===== src/rtl/wm8731_cfg_seq_if.sv =====
// Handshake bundle between the WM8731 config sequencer, system control and the I2C master.
// master = sequencer side, slave = the environment (control logic plus I2C master).
interface wm8731_cfg_seq_if;
    logic        start;
    logic        i2c_busy;
    logic        i2c_done;
    logic        i2c_ack_err;
    logic [23:0] i2c_packet;
    logic        wr_i2c;
    logic        busy;
    logic        done;
    logic        error;
    logic [3:0]  reg_index;

    modport master (
        input  start, i2c_busy, i2c_done, i2c_ack_err,
        output i2c_packet, wr_i2c, busy, done, error, reg_index
    );

    modport slave (
        output start, i2c_busy, i2c_done, i2c_ack_err,
        input  i2c_packet, wr_i2c, busy, done, error, reg_index
    );
endinterface


===== src/rtl/wm8731_cfg_seq.sv =====
// WM8731 power-up sequencer: writes an 11-entry register table over I2C with retry,
// timeout and a settle delay after the codec reset write. Per entry 3+D cycles, wr_i2c held off by i2c_busy.
module wm8731_cfg_seq #(
    parameter logic [7:0] DEV_ADDR       = 8'h34,
    parameter int         MAX_RETRY      = 3,
    parameter int         SETTLE_CYCLES  = 1000,
    parameter int         TIMEOUT_CYCLES = 65535
) (
    input  logic             clk,
    input  logic             rst,
    wm8731_cfg_seq_if.master bus
);
    localparam int TW = $clog2(TIMEOUT_CYCLES + 1);
    localparam int SW = $clog2(SETTLE_CYCLES + 1);

    typedef enum logic [2:0] {IDLE, LOAD, SEND, WAIT, SETTLE, NEXT, DONE, FAIL} state_t;

    state_t          state_q, state_d;
    logic [23:0]     pkt_q, pkt_d;
    logic            wr_q, wr_d;
    logic            busy_q, busy_d;
    logic            done_q, done_d;
    logic            err_q, err_d;
    logic [3:0]      idx_q, idx_d;
    logic [2:0]      retry_q, retry_d;
    logic [TW-1:0]   tmo_q, tmo_d;
    logic [SW-1:0]   settle_q, settle_d;

    // {reg_addr[6:0], reg_data[8:0]}; entry 0 is the R15 reset write.
    function automatic logic [15:0] table_entry(input logic [3:0] idx);
        case (idx)
            4'd0:    table_entry = {7'h0F, 9'h000};
            4'd1:    table_entry = {7'h06, 9'h000};
            4'd2:    table_entry = {7'h00, 9'h017};
            4'd3:    table_entry = {7'h01, 9'h017};
            4'd4:    table_entry = {7'h02, 9'h079};
            4'd5:    table_entry = {7'h03, 9'h079};
            4'd6:    table_entry = {7'h04, 9'h012};
            4'd7:    table_entry = {7'h05, 9'h000};
            4'd8:    table_entry = {7'h07, 9'h00A};
            4'd9:    table_entry = {7'h08, 9'h000};
            4'd10:   table_entry = {7'h09, 9'h001};
            default: table_entry = 16'h0000;
        endcase
    endfunction

    always_comb begin
        state_d  = state_q;
        pkt_d    = pkt_q;
        wr_d     = 1'b0;
        busy_d   = busy_q;
        done_d   = done_q;
        err_d    = err_q;
        idx_d    = idx_q;
        retry_d  = retry_q;
        tmo_d    = tmo_q;
        settle_d = settle_q;
        case (state_q)
            IDLE, DONE, FAIL: begin
                if (state_q == DONE) begin
                    done_d = 1'b1;
                    busy_d = 1'b0;
                end
                if (state_q == FAIL) begin
                    err_d  = 1'b1;
                    busy_d = 1'b0;
                end
                // busy_q is still high in the first DONE/FAIL cycle, so start is ignored there.
                if (bus.start && !busy_q) begin
                    state_d = LOAD;
                    busy_d  = 1'b1;
                    done_d  = 1'b0;
                    err_d   = 1'b0;
                    idx_d   = 4'd0;
                    retry_d = 3'd0;
                end
            end
            LOAD: begin
                pkt_d   = {DEV_ADDR, table_entry(idx_q)};
                state_d = SEND;
            end
            SEND: begin
                if (!bus.i2c_busy) begin
                    wr_d    = 1'b1;
                    tmo_d   = '0;
                    state_d = WAIT;
                end
            end
            WAIT: begin
                if (bus.i2c_done && !bus.i2c_ack_err) begin
                    settle_d = '0;
                    state_d  = (idx_q == 4'd0) ? SETTLE : NEXT;
                end else if (bus.i2c_done || tmo_q == TW'(TIMEOUT_CYCLES - 1)) begin
                    if (retry_q < 3'(MAX_RETRY)) begin
                        retry_d = retry_q + 3'd1;
                        state_d = SEND;
                    end else begin
                        state_d = FAIL;
                    end
                end else begin
                    tmo_d = tmo_q + TW'(1);
                end
            end
            SETTLE: begin
                if (settle_q == SW'(SETTLE_CYCLES - 1)) state_d = NEXT;
                else settle_d = settle_q + SW'(1);
            end
            NEXT: begin
                if (idx_q == 4'd10) begin
                    state_d = DONE;
                end else begin
                    idx_d   = idx_q + 4'd1;
                    retry_d = 3'd0;
                    state_d = LOAD;
                end
            end
            default: state_d = IDLE;
        endcase
    end

    always_ff @(posedge clk or posedge rst) begin
        if (rst) begin
            state_q  <= IDLE;
            pkt_q    <= '0;
            wr_q     <= 1'b0;
            busy_q   <= 1'b0;
            done_q   <= 1'b0;
            err_q    <= 1'b0;
            idx_q    <= '0;
            retry_q  <= '0;
            tmo_q    <= '0;
            settle_q <= '0;
        end else begin
            state_q  <= state_d;
            pkt_q    <= pkt_d;
            wr_q     <= wr_d;
            busy_q   <= busy_d;
            done_q   <= done_d;
            err_q    <= err_d;
            idx_q    <= idx_d;
            retry_q  <= retry_d;
            tmo_q    <= tmo_d;
            settle_q <= settle_d;
        end
    end

    assign bus.i2c_packet = pkt_q;
    assign bus.wr_i2c     = wr_q;
    assign bus.busy       = busy_q;
    assign bus.done       = done_q;
    assign bus.error      = err_q;
    assign bus.reg_index  = idx_q;
endmodule


===== src/flat_wrapper.sv =====
// flat-port wrapper written by rule: the top's interface ports become plain ports
module wm8731_cfg_seq_flat 
#(
    parameter logic [7:0] DEV_ADDR       = 8'h34,
    parameter int         MAX_RETRY      = 3,
    parameter int         SETTLE_CYCLES  = 1000,
    parameter int         TIMEOUT_CYCLES = 65535
)
  (clk, rst, bus_start, bus_i2c_busy, bus_i2c_done, bus_i2c_ack_err, bus_i2c_packet, bus_wr_i2c, bus_busy, bus_done, bus_error, bus_reg_index);
  wm8731_cfg_seq_if bus_i ();
  input  logic clk;
  input  logic rst;
  input wire logic [$bits(bus_i.start)-1:0] bus_start;
  input wire logic [$bits(bus_i.i2c_busy)-1:0] bus_i2c_busy;
  input wire logic [$bits(bus_i.i2c_done)-1:0] bus_i2c_done;
  input wire logic [$bits(bus_i.i2c_ack_err)-1:0] bus_i2c_ack_err;
  output wire logic [$bits(bus_i.i2c_packet)-1:0] bus_i2c_packet;
  output wire logic [$bits(bus_i.wr_i2c)-1:0] bus_wr_i2c;
  output wire logic [$bits(bus_i.busy)-1:0] bus_busy;
  output wire logic [$bits(bus_i.done)-1:0] bus_done;
  output wire logic [$bits(bus_i.error)-1:0] bus_error;
  output wire logic [$bits(bus_i.reg_index)-1:0] bus_reg_index;
  assign bus_i.start = bus_start;
  assign bus_i.i2c_busy = bus_i2c_busy;
  assign bus_i.i2c_done = bus_i2c_done;
  assign bus_i.i2c_ack_err = bus_i2c_ack_err;
  assign bus_i2c_packet = bus_i.i2c_packet;
  assign bus_wr_i2c = bus_i.wr_i2c;
  assign bus_busy = bus_i.busy;
  assign bus_done = bus_i.done;
  assign bus_error = bus_i.error;
  assign bus_reg_index = bus_i.reg_index;
  wm8731_cfg_seq #(.DEV_ADDR(DEV_ADDR), .MAX_RETRY(MAX_RETRY), .SETTLE_CYCLES(SETTLE_CYCLES), .TIMEOUT_CYCLES(TIMEOUT_CYCLES)) u_core (.clk(clk), .rst(rst), .bus(bus_i));
endmodule

===== config.mk =====
export PLATFORM = sky130hd
export DESIGN_NAME = wm8731_cfg_seq_flat
export DESIGN_NICKNAME = d
export VERILOG_FILES = /design/src/rtl/wm8731_cfg_seq_if.sv /design/src/rtl/wm8731_cfg_seq.sv /design/src/flat_wrapper.sv
export SDC_FILE = /design/constraint.sdc
export NUM_CORES = 1
export LEC_CHECK = 0
export ABC_AREA = 1
export BUFFER_PORTS_ARGS = -buffer_cell sky130_fd_sc_hd__clkbuf_2
export CAP_MARGIN = 20
export CORE_MARGIN = 10
export CORE_UTILIZATION = 25
export CTS_CLUSTER_DIAMETER = 40
export CTS_CLUSTER_SIZE = 28
export DETAILED_ROUTE_END_ITERATION = 6
export PLACE_DENSITY = 0.49
export SLEW_MARGIN = 20
export SYNTH_ARGS = -nofsm -noshare
export SYNTH_HDL_FRONTEND = slang
export SYNTH_SLANG_ARGS = --single-unit

===== constraint.sdc =====
create_clock -name clk -period 4.24 [get_ports clk]
set_input_delay 0.424 -clock clk [delete_from_list [all_inputs] [get_ports clk]]
set_output_delay 0.424 -clock clk [all_outputs]
set_load 0.005 [all_outputs]

==> results of run 1 <==
==> routing by layer <==
metal  vias up  GRT usage [%]  part of all wire (%)
met5         -              0                     0
met4         0           3.20                   1.5
met3         6           2.73                   4.9
met2        43           14.0                    45
met1      1283           11.0                    49
li1       1488              -                     -
==> power groups by stage <==
stage | Combinational (mW) | Sequential, mW | Clock, mW
global placement | 0.779 | 0.711 | 0
detailed placement | 0.781 | 0.716 | 0
CTS | 0.785 | 0.708 | 0.496
global route | 0.892 | 0.729 | 0.512
floorplan | 0.602 | 0.691 | 0
finish | 0.767 | 0.707 | 0.478
==> logic make-up (layout without fill, tap and decap cells) <==
kind of cell	count (synthesis)	after routing	share of synthesized area (%)
adder cells (fa/ha/maj)	12	12	4.62
flip-flops	51	51	39.2
AND/OR/NAND/NOR	273	273	36.4
other	1	10	0.115
AO/OA/AOI/OAI	41	41	7.58
buffers and inverters	65	81	9.65
XOR/XNOR	9	9	2.42
==> registers in the layout (all words and copies together), names as in the netlist <==
signal                 count
u_core.bus.busy            1
u_core.settle_q           10
u_core.bus.done            1
u_core.bus.i2c_packet     11
u_core.bus.reg_index       4
u_core.tmo_q              16
u_core.state_q             3
u_core.retry_q             3
u_core.bus.error           1
u_core.bus.wr_i2c          1
==> through the flow <==
step,utilization [%],instances
after floorplan,-,461
final,29.0,649
after global routing,29.0,649
after CTS,29.0,649
after global placement,27.6,641
after detailed placement,27.6,641
==> path summary, 6_finish.rpt <==
path	from	cells after the start	end
worst max-delay path	u_core.state_q[0]	8	u_core.retry_q[2]
worst min-delay path	rst	3	u_core.settle_q[5]
worst max register to register	u_core.state_q[0]	8	u_core.retry_q[2]
worst min register to register	u_core.bus.i2c_packet[3]	2	u_core.bus.i2c_packet[3]
max in group asynchronous	rst	3	u_core.tmo_q[13]
min in group clk	bus_i2c_busy	2	u_core.bus.wr_i2c
==> worst reg2reg max path: stages (launching register included) <==
cell and delay (ns):
dfrtp_1 0.46, nand2_1 0.12, nor2_2 0.46, inv_1 0.38, o21ai_1 0.25, nor2_2 0.07, nand2_1 0.10, nand2_1 0.07
nand2_1 0.06
==> placed cells by master (no fill, tap or decap), types with 2 or more instances in the layout <==
cell	instances
o21ai_1	6
conb_1	10
nand2_1	152
o21ai_0	15
ha_1	12
xor2_1	7
inv_2	8
nand3_2	2
o211ai_1	3
nor2_1	44
xnor2_1	2
nor2_2	5
inv_1	36
clkbuf_2	27
o21bai_1	5
nand3_1	39
nor3_1	3
clkbuf_16	5
a21oi_1	8
dfrtp_1	51
nand2_2	6
nand4_1	18
==> area by class of cell <==
class                      count  area, sq um  area share (%)
clock buffer                   6          139            3.78
clock inverter                 2         35.0           0.954
inverter                      45          169            4.60
multi-input combinational    345         1700            46.2
sequential                    51         1280            34.7
tap                          172          215            5.86
timing repair buffer          28          143            3.88
==> results.toml, run 1 <==
[status]
outcome = "complete, no violations"

[die]
die_area_sq_mm = 0.0180
ios = 38
initial_core_util_pct = 25.7
die-width_um = 134
die_h_um = 134
rows = 41
core_sq_mm = 0.0127

[logic_synthesis]
synth_area_per_cell_sq_um = 7.20
syn_inst = 452
ys_ff_latch = 51
synth.most_common_cell = "nand2_1"
synth_edf_count = 0
syn_area_sq_mm = 0.00325
ys.flop_type = "dfrtp_1"
async_flop_share_pct = 100
yosys_warnings = 0
yosysTopAreaCell = "dfrtp_1"
synthDistinctLibCells = 33
yosys-top-cells-area = "dfrtp_1 39%, nand2_1 18%, nand3_1 6.0%"
seq_area_frac_synth_pct = 39.2
synth_common_cells = "152 x nand2_1, 51 x dfrtp_1, 44 x nor2_1"
yosys.area.top_type_share_pct = 39.2

[critical_path]
crit_buf_inv = 1
worstPathArrival_ns = 2.26
crit_type = "reg2reg"
cp_slowest_cell = "dfrtp_1"
critPathCaptureType = "register"
reg2reg_slack_ns = 2.22
cp_common_cell = "nand2_1"
cp_top_family = "simple AND/OR/NAND/NOR gates"
crit_path_max_fanout = 14
max_stage_delay_ns = 0.46
startpoint_type = "register"
crit_chain = "nand2_1 > nor2_2 > inv_1 > o21ai_1 > nor2_2 > nand2_1 > nand2_1 > nand2_1"
cp.required_ns = 4.48

[cts]
cts_setup_buffers = 0
clk_latency_ns = 0.30
cts_buffers = 5
cts_hold_buf = 0
clock_path_buffers = 2
path_clk_slew_ns = 0.07
clkSinkCount = 51
cts_resized = 0
htreeDepth = 2
tritoncts = "done"
root_buffer = "clkbuf_16"

[grt]
grt_max_degree = 52
grt_pass1_vias = 2654
overflow = 0
antenna_found_initial = 0
grt_pass1_wl_um = 13200
track_usage_pct = 8.81

[routing]
wirelength_um = 7620
detail-route-antenna-nets = 0
first_pass_iters = 4
post_drt_via_cell_ratio = 4.35
drcViolationCount = 0
drt-initial-drc-count = 155
wl_per_cell_um = 11.7
vias = 2820

[placement]
dp_hpwl_um = 5660
gp_congestion = 0.842
dpl_cell_area_sq_mm = 0.00350
io_buffers = 27
place_ws_ns = 2.21

[sta]
setup_ws_ns = 2.22
clock_skew_ns = 0.00463
finalSetupViolations = 0
whs_ns = 0.283
rsz0062_at_grt = "no"
relSlewSlack_pct = 55.6
slew_viol_final = 0
period_share_pct = 47.8
tightest_slew_ns = 0.666
hold_viol = 0
min_period_ns = 2.02
setup_tns_ns = 0
fmax_mhz = 494

[run]
maxCapViolations = 0

[pwr]
peakVddDrop_mv = 0.181
p_leak_nw = 1.82
p_sw_mw = 0.825
p_clk_share_pct = 24.5
p_seq_share_pct = 36.2
power_density_mw_per_mm2 = 531
comb_power_share_pct = 39.3
p_int_mw = 1.13
total_power_mw = 1.95
swShare_pct = 42.3

[worst_hold_path]
min_path_type = "in2async"

[cells_and_area]
antennaDiodeCount = 0
area_growth_pct = 12.9
nNetsFinal = 494
final_layout_size_suffix_gt1_share_pct = 13.0
final_area_sq_mm = 0.00367
n_fill_cell = 1383
Power figures use the tool's default switching activity.
==> inputs of run 2 (changes only) <==
- ABC_AREA: 1 -> 0
- clock period: 4.24 -> 2 ns (I/O delays scaled with it)
==> results.toml, run 2 <==
[status]
outcome = "complete, no violations"

[critical_path]
rr_worst_depth = 7
worstPathArrival_ns = 2.02
r2r-start = "u_core.tmo_q[0]"
startpoint_type = "register"
critPathCaptureType = "register"
cp.required_ns = 2.22
crit_path_max_fanout = 12
setup.worst_path.start = "u_core.tmo_q[0]"
crit_type = "reg2reg"

[logic_synthesis]
syn_inst = 342
synth_common_cells = "51 x dfrtp_1, 29 x nand2_1, 25 x o21ai_0"
yosys.area.top_type_share_pct = 40.8
yosysTopAreaCell = "dfrtp_1"
synth.most_common_cell = "dfrtp_1"
async_flop_share_pct = 100
synth_area_per_cell_sq_um = 9.16
synth_edf_count = 0
ys.flop_type = "dfrtp_1"
seq_area_frac_synth_pct = 40.8
synthDistinctLibCells = 58
syn_area_sq_mm = 0.00313
ys_ff_latch = 51
yosys_warnings = 0
yosys-top-cells-area = "dfrtp_1 41%, ha_1 4.8%, o21ai_0 4.0%"

[placement]
io_buffers = 27
dp_hpwl_um = 5960
dpl_cell_area_sq_mm = 0.00353
gp_congestion = 0.865

[worst_hold_path]
min_path_type = "in2reg"
hold_depth = 3
min-delay-start = "bus_start"

[cells_and_area]
largest-register = "u_core.tmo_q"
layout.cells.most_common_list = "51 x dfrtp_1, 29 x nand2_1, 27 x clkbuf_2"
antennaDiodeCount = 0
largest_register_ffs = 16
layout_commonest_cell = "dfrtp_1"
final_layout_size_suffix_gt1_share_pct = 17.7
area_growth_pct = 17.6
nNetsFinal = 402
final_area_sq_mm = 0.00368
n_fill_cell = 1251

[sta]
hold_viol = 0
rsz0062_at_grt = "no"
tightest_slew_ns = 0.552
fmax_mhz = 554
clock_skew_ns = 0.00455
finalSetupViolations = 0
slew_viol_final = 0
period_share_pct = 90.2
relSlewSlack_pct = 62.6
min_period_ns = 1.80
setup_tns_ns = 0

[routing]
vias = 2652
drcViolationCount = 0
detail-route-antenna-nets = 0
post_drt_via_cell_ratio = 4.80
drt-initial-drc-count = 141
wl_per_cell_um = 14.3
first_pass_iters = 4
wirelength_um = 7930

[cts]
clk_latency_ns = 0.29
clock_path_buffers = 2
root_buffer = "clkbuf_16"
htreeDepth = 2
tritoncts = "done"
clkSinkCount = 51
path_clk_slew_ns = 0.07
cts_buffers = 5

[pwr]
total_power_mw = 4.65
power_density_mw_per_mm2 = 1260
p_leak_nw = 1.58
peakVddDrop_mv = 0.424

[die]
core_sq_mm = 0.0122
die-width_um = 132
ios = 38
initial_core_util_pct = 25.8
die_h_um = 132
die_area_sq_mm = 0.0174
rows = 40

[grt]
grt_max_degree = 29
overflow = 0
grt_pass1_wl_um = 13800
track_usage_pct = 9.38
grt_pass1_vias = 2580
antenna_found_initial = 0

[run]
maxCapViolations = 0
-- run 2: final cells by class --
class	count	area [sq um]	area share, %
clock buffers	6	129	3.50
clock inverters	2	12.5	0.340
inverters	16	60.1	1.63
multi-input cells	259	1670	45.2
flip-flops and latches	51	1280	34.6
well taps	168	210	5.71
repair buffers	51	330	8.97
-- run 2: path summary, 6_finish.rpt --
path	to	slack, ns
hold / removal	u_core.bus.busy	0.25
setup / recovery	u_core.tmo_q[4]	0.20
setup reg to reg	u_core.tmo_q[4]	0.20
hold reg to reg	u_core.bus.i2c_packet[12]	0.48
max in group asynchronous	u_core.settle_q[4]	0.95
min in group asynchronous	u_core.tmo_q[10]	0.51
-- run 2: critical path, cell delays in order, from the launching register on --
cell and delay, ns:
dfrtp_1 0.35, inv_1 0.05, ha_1 0.19, nand3_1 0.21, nor4_2 0.10, buf_4 0.18
or4_1 0.49, a21oi_1 0.15
-- run 2: logic make-up (layout without fill, tap and decap cells) --
| logic type | Yosys count | in the layout | synth area share, % |
|---|---|---|---|
| AOI/OAI and AO/OA | 86 | 86 | 18.1 |
| xor gates and xnor gates | 6 | 6 | 1.68 |
| buffers and inverters | 41 | 75 | 7.15 |
| and+or+nand+nor | 140 | 140 | 25.7 |
| muxes | 5 | 5 | 1.72 |
| DFF | 51 | 51 | 40.8 |
| adders and majority gates | 12 | 12 | 4.79 |
| other | 1 | 10 | 0.120 |
-- run 2: power breakdown --
group          switching [mW]  internal (mW)  leakage, nW  total (mW)
combinational            1.21          0.911        0.867        2.12
clock                   0.387          0.463       0.0669       0.850
sequential              0.326           1.36        0.642        1.69
-- run 2: timing repair --
action / CTS / global route
hold buffers: 1 / 0
endpoints found under the hold margin: 23 / 0
buffers inserted: 0 / 0
gates resized for setup: 0 / 0
-- run 2: routing by layer --
metal	track usage [%]	vias to the layer above	wire, um
met5	0	-	0
met2	14.7	48	3750
met3	1.94	7	294
met4	3.40	0	142
met1	12.3	1267	3740
li1	-	1330	-
-- run 2: metrics by stage --
step                      instances  setup WS (ns)  hold WS, ns  util, %
after CTS                       553          0.197        0.247     30.3
after global routing            553         0.0433        0.333     30.3
after global placement          544          0.258        0.278     29.0
after detailed placement        544          0.217        0.277     29.0
after floorplan                 351          0.312        0.393        -
final                           553          0.196        0.246     30.3
==> inputs of run 3 (changes only) <==
- HOLD_SLACK_MARGIN: not set -> 0.12
- PLACE_DENSITY: 0.49 -> not set
- SLEW_MARGIN: 20 -> 10
==> results.toml, run 3 (synthesis results as in run 2) <==
[cells_and_area]
layout.cells.most_common_list = "51 x dfrtp_1, 29 x nand2_1, 27 x clkbuf_2"
final_util_pct = 29.9
finalNonFillerCells = 546
largest_register_ffs = 16
nNetsFinal = 395
final_layout_size_suffix_gt1_share_pct = 16.7
layout_commonest_cell = "dfrtp_1"
antennaDiodeCount = 0
largest-register = "u_core.tmo_q"
area_growth_pct = 16.3

[grt]
met3_usage_pct = 2.13
grt_pass1_vias = 2509
grt_use_met2_pct = 12.9
antenna_found_initial = 0
grt_max_degree = 52
overflow = 0
grt_pass1_wl_um = 12600
track_usage_pct = 8.42
busiest_layer = "met2"
globalRouteMet1Util_pct = 11.4

[routing]
drcViolationCount = 0
wl_per_cell_um = 13.5
drt-initial-drc-count = 212
detail-route-antenna-nets = 0
first_pass_iters = 5
post_drt_via_cell_ratio = 4.82
wirelength_um = 7360
vias = 2630

[worst_hold_path]
min_path_type = "in2reg"
min-delay-start = "bus_start"
hold_depth = 3

[cts]
path_clk_slew_ns = 0.06
htreeDepth = 2
cts_setup_buffers = 0
cts_buffers = 5
root_buffer = "clkbuf_16"
clock_path_buffers = 2
tritoncts = "done"
clk_latency_ns = 0.29
clkSinkCount = 51

[die]
die_h_um = 132
die_area_sq_mm = 0.0174
rows = 40
initial_core_util_pct = 25.8
die-width_um = 132
core_sq_mm = 0.0122
ios = 38

[placement]
dp_hpwl_um = 5450
io_buffers = 27
place_inst = 537
gp_congestion = 0.833

[sta]
whs_ns = 0.261
clock_skew_ns = 0.00599
min_period_ns = 1.81
setup_tns_ns = 0
fmax_mhz = 553
tightest_slew_ns = 0.693
rsz0062_at_grt = "no"
finalSetupViolations = 0
slew_viol_final = 0
period_share_pct = 90.4
relSlewSlack_pct = 53.8
hold_viol = 0

[critical_path]
crit_path_max_fanout = 8
setup.worst_path.start = "u_core.bus.reg_index[0]"
r2r-start = "u_core.bus.reg_index[0]"
rr_worst_depth = 6
startpoint_type = "register"
crit_type = "reg2reg"
critPathCaptureType = "register"
cp.required_ns = 2.15
worstPathArrival_ns = 1.96

[pwr]
peakVddDrop_mv = 0.495
p_leak_nw = 1.55
power_density_mw_per_mm2 = 1280

[status]
outcome = "complete, no violations"

[run]
maxCapViolations = 0
run 3: cell count changes in the layout (fill, tap and decap cells not counted), sizes merged:
cell    before  now
buf         23   16
clkbuf      33   34
clkinv       1    0
run 3: repair_timing:
action,in CTS,in global routing
hold buffers,1,0
gates resized for setup,0,1
hold endpoints to repair,28,0
setup endpoints to repair,0,3
run 3: layer usage:
layer | up-vias | part of all wire [%]
li1 | 1308 | -
met1 | 1274 | 51
met4 | 0 | 1.2
met2 | 41 | 44
met3 | 7 | 3.2
met5 | - | 0
run 3: critical path, stage by stage (launching register included):
cell	delay, ns
dfrtp_1	0.47
inv_1	0.12
ha_1	0.18
nand3b_1	0.16
a32o_1	0.28
o2111ai_1	0.30
o221ai_1	0.16
run 3: final cells by class:
class	instances	area (sq um)
clock buffers	7	153
clock inverters	1	7.51
fillers	1301	8520
inverters	16	60.1
multi-input cells	259	1670
flip-flops and latches	51	1280
well taps	168	210
repair buffers	44	265
run 3: worst paths after layout:
check | end | slack, ns
max | u_core.retry_q[1] | 0.19
min | u_core.bus.busy | 0.26
max reg2reg | u_core.retry_q[1] | 0.19
min reg2reg | u_core.bus.i2c_packet[3] | 0.48
max in group asynchronous | u_core.bus.reg_index[3] | 0.89
min in group asynchronous | u_core.tmo_q[4] | 0.61
run 3: per-stage QoR:
stage	setup WS, ns	power (mW)	cell area (sq um)
after floorplan	0.312	3.09	3170
after global placement	0.182	3.70	3470
after detailed placement	0.140	3.76	3470
after CTS	0.148	4.69	3640
final	0.191	4.67	3640
after global routing	0.0616	5.08	3640
run 3: power breakdown:
group | switching, mW | internal, mW | total [mW]
sequential | 0.360 | 1.36 | 1.72
clock | 0.383 | 0.533 | 0.916
combinational | 1.17 | 0.864 | 2.03
